$ cat src/rtl/full_adder_pkg.sv
// Shared constants for the ALU adder hierarchy.
package full_adder_pkg;

  // Widest operand any adder in the hierarchy is built for.
  localparam int ADDER_MAX_WIDTH = 64;

  // Value loaded into single-bit flag registers on reset.
  localparam logic FLAG_RST_VAL = 1'b0;

endpackage : full_adder_pkg

$ cat src/rtl/full_adder_fa_cell.sv
// One-bit full adder cell; the ripple chain in full_adder is built from these.
module fa_cell (
  input  logic a,
  input  logic b,
  input  logic c_in,
  output logic sum,
  output logic c_out
);

  // Sum is the parity of the three inputs; carry is their majority.
  assign sum   = a ^ b ^ c_in;
  assign c_out = (a & b) | (a & c_in) | (b & c_in);

endmodule : fa_cell

$ cat src/rtl/full_adder.sv
// WIDTH-bit ripple-carry adder with a combinational result and a registered
// copy carrying carry-out and two's-complement overflow flags.
module full_adder #(
  parameter int WIDTH = 1
) (
  input  logic             clk,
  input  logic             rst,
  input  logic [WIDTH-1:0] a,
  input  logic [WIDTH-1:0] b,
  input  logic             c_in,
  input  logic             en,
  output logic [WIDTH-1:0] sum,
  output logic             c_out,
  output logic [WIDTH-1:0] sum_q,
  output logic             c_out_q,
  output logic             ovf_q
);

  import full_adder_pkg::*;

  if (WIDTH < 1 || WIDTH > ADDER_MAX_WIDTH) begin : g_bad_width
    $error("full_adder: WIDTH %0d outside 1..%0d", WIDTH, ADDER_MAX_WIDTH);
  end

  // c[i] is the carry into bit i; c[WIDTH] is the carry out of the MSB.
  logic [WIDTH:0]   c;
  logic [WIDTH-1:0] s;
  logic             ovf;

  assign c[0] = c_in;

  for (genvar i = 0; i < WIDTH; i++) begin : g_cell
    fa_cell u_cell (
      .a     (a[i]),
      .b     (b[i]),
      .c_in  (c[i]),
      .sum   (s[i]),
      .c_out (c[i+1])
    );
  end

  assign sum   = s;
  assign c_out = c[WIDTH];
  // Carries into and out of the sign bit disagree exactly on signed overflow.
  // For WIDTH=1 the carry into the sign bit is c_in itself.
  assign ovf   = c[WIDTH] ^ c[WIDTH-1];

  // Capture the result when enabled; reset clears everything asynchronously.
  always_ff @(posedge clk or posedge rst) begin
    if (rst) begin
      sum_q   <= '0;
      c_out_q <= FLAG_RST_VAL;
      ovf_q   <= FLAG_RST_VAL;
    end else if (en) begin
      sum_q   <= sum;
      c_out_q <= c_out;
      ovf_q   <= ovf;
    end
  end

endmodule : full_adder

$ cat config.mk
export PLATFORM = sky130hd
export DESIGN_NAME = full_adder
export DESIGN_NICKNAME = d
export VERILOG_FILES = /design/src/rtl/full_adder_pkg.sv /design/src/rtl/full_adder_fa_cell.sv /design/src/rtl/full_adder.sv
export SDC_FILE = /design/constraint.sdc
export NUM_CORES = 1
export LEC_CHECK = 0
export ABC_AREA = 0
export CAP_MARGIN = 15
export CORE_AREA = 3 3 40 42
export DETAILED_ROUTE_END_ITERATION = 8
export DIE_AREA = 0 0 43 45
export PLACE_DENSITY = 0.33
export SYNTH_ARGS = -nofsm -noshare
export SYNTH_HDL_FRONTEND = slang
export SYNTH_SLANG_ARGS = --single-unit
$ cat constraint.sdc
create_clock -name clk -period 0.8 [get_ports clk]
set_input_delay 0.12 -clock clk [delete_from_list [all_inputs] [get_ports clk]]
set_output_delay 0.12 -clock clk [all_outputs]
set_load 0.02 [all_outputs]
==> impl_metrics.yaml, run 1 <==
die:
  core_sq_mm: 0.001285
  ioPinCount: 11
  die_w_um: 43
  rows: 13
  start_util: 0.1081
  die_h_um: 45
  dieArea_sq_mm: 0.001935
logic_synthesis:
  netlist_area_sq_um: 138.9
  synth_area_leaders: "dfrtp_1, mux2_2, fa_1, xnor2_1, a21oi_1"
  synth_fp_nets: 17
  synthMuxAreaShare: 0.1622
  synth_cell_type_count: 7
  synth_xor_area_frac: 0.06306
  yosysWarnings: 0
  seq_area_frac_synth: 0.5405
  synth_cells: 10
  ys_seq_elements: 3
  netlist.area_leader.share: 0.5405
  yosys.area_share.simple: 0.02703
  synth_top_family_by_area: "multiplexers"
  avgSynthCellArea_sq_um: 13.89
  synth_compound_area_frac: 0.03604
  synth.largest_area_cell: "dfrtp_1"
  synth_fa_ha_area_frac: 0.1441
finish:
  layout_commonest_cell: "buf_6"
  drive_gt1_frac: 0.7333
  diodes: 0
  seq_area_sq_um: 75.07
  fillers: 127
  syn_to_final_growth_pct: 171.2
  final_cell_mix: "buf_6, dfrtp_1, clkbuf_4, buf_4"
  multiInputGateArea_sq_um: 92.59
  final_nets: 38
pwr:
  leakagePower_nw: 0.1771
  peakVddDrop_v: 0.0005573
  pwr_density_cell_mw_per_mm2: 1999
critical_path:
  crit_path_max_incr_delay_ns: 0.57
  crit_buf_inv: 2
  arrival_ns: 0.90
  cpMaxStageDelayCell: "fa_2"
  cp_max_fo: 2
  path_cells: "buf_6 -> fa_2 -> buf_6"
  endpoint_kind: "primary output"
  critical_path_required_ns: 0.68
  crit_family: "adder cells"
  cp-start-kind: "primary input"
  crit_top_cell: "buf_6"
  path_class: "primary input to primary output"
placement:
  place_congestion: 0.6364
  io_buffers: 10
detailed_routing:
  vias: 149
  drc: 0
  wl_per_cell_um: 8.289
  dr.pass1.iters: 1
  avgViaCountPerCell: 3.311
  wirelength_um: 373
  postRouteAntennaNets: 0
  drt_iter0_drc: 0
min_path:
  min_path_type: "primary input to asynchronous set/reset pin"
clocking:
  clk_latency_ns: 0.23
  cts_tree: "yes"
  cts_hold_buf: 0
  cts.clk_slew.worst_paths_ns: 0.04
  cts-root-buf: "clkbuf_4"
  numCtsBuffers: 3
  cts_max_level: 1
  cts_setup_buffers: 0
  cts_sinks: 3
  cts_buffer_depth: 2
outcome:
  violations: "setup timing"
  status: "complete, but fails checks"
global_routing:
  grt_pass1_vias: 167
  grt_pass1_wl_um: 614
  antenna_found_initial: 0
  grt_use_total: 0.04519
  grt_max_degree: 4
  grt-ovfl-total: 0
timing:
  skew_ns: 0
  max-slew-margin-rel: 0.8874
  drv_slew: 0
  tns_ns: -0.7436
  setup_violations: 8
  worst_slew_pin_slew_ns: 0.1684
  worst_slack_ns: -0.2237
  fin_crit_ns: 1.024
  fin_crit_sh: 1.280
  rsz0062_at_grt: "true"
  fmax_mhz: 976.8
  finalHoldViolations: 0
  hold_slack_ns: 0.06379
flow_run:
  drv_cap: 0
[per-stage QoR]
stage,worst slack (ns),instance area [sq um],util,total power (W),cells
after global routing,-0.2429,376.6,0.2931,0.0007919,45
after detailed placement,-1.092,312.8,0.2434,0.0004416,41
after floorplan,-0.2372,148.9,-,0.0002934,10
after global placement,-1.080,312.8,0.2434,0.0004417,41
after CTS,-0.2327,336.6,0.2619,0.0007281,45
final,-0.2237,376.6,0.2931,0.0007529,45
[report_power, final]
| group | total [W] | internal, W | switching, W |
|---|---|---|---|
| sequential | 0.000197 | 0.000176 | 0.0000209 |
| combinational | 0.000292 | 0.000186 | 0.000106 |
| clock | 0.000263 | 0.000187 | 0.0000767 |
| total | 0.000753 | 0.000549 | 0.000204 |
[cell usage after synthesis (all sizes together)]
library cell / count
dfrtp: 3
nor2: 1
a21oi: 1
mux2: 2
fa: 1
xnor2: 1
inv: 1
[state kept, by name (all words and copies together), names as in the netlist]
| name | count |
|---|---|
| c_out_q | 1 |
| ovf_q | 1 |
| sum_q | 1 |
[path summary, 6_finish.rpt]
check	end	from	slack [ns]	cells after the start
setup / recovery	sum	b	-0.22	3
hold / removal	c_out_q	rst	0.06	2
setup reg to reg	sum_q	sum_q	-0.09	2
hold reg to reg	c_out_q	c_out_q	0.62	2
max in group asynchronous	ovf_q	rst	0.61	2
min in group clk	ovf_q	c_in	0.29	4
[area by class of cell]
type / count / area share
clock buffers: 4 / 0.06977
well taps: 15 / 0.04983
multi-input cells: 6 / 0.2458
inverters: 1 / 0.009967
flip-flops and latches: 3 / 0.1993
repair buffers: 16 / 0.4253
[logic make-up (layout without fill, tap and decap cells)]
group                    count (synthesis)  after routing
AO/OA/AOI/OAI                            1              1
multiplexers                             2              2
flip-flops                               3              3
XOR/XNOR                                 1              1
AND/OR/NAND/NOR                          1              1
adder cells (fa/ha/maj)                  1              1
buffers and inverters                    1             21
[routing by layer]
| metal | wire length (um) | up-vias | share of wire | track usage |
|---|---|---|---|---|
| li1 | - | 71 | - | - |
| met1 | 149 | 62 | 0.40 | 0.05379 |
| met2 | 142 | 12 | 0.38 | 0.05988 |
| met3 | 40 | 4 | 0.11 | 0 |
| met4 | 40 | 0 | 0.11 | 0.07229 |
| met5 | 0 | - | 0 | 0 |
[repair_timing]
action	4_1_cts	5_1_grt
hold endpoints to repair	0	0
resized for setup	43	7
endpoints found under the setup margin	8	8
pin swaps	1	2
No activity file was read; power rests on OpenSTA's default activity.
==> run 2, diff against run 1 <==
- CAP_MARGIN: 15 -> default
==> results of run 2 <==
Same layout as run 1: the final DEF is identical, and so are final timing and power.
==> run 3, diff against run 2 <==
- SLEW_MARGIN: default -> 0
==> results of run 3 <==
Same layout as run 1: the final DEF is identical, and so are final timing and power.
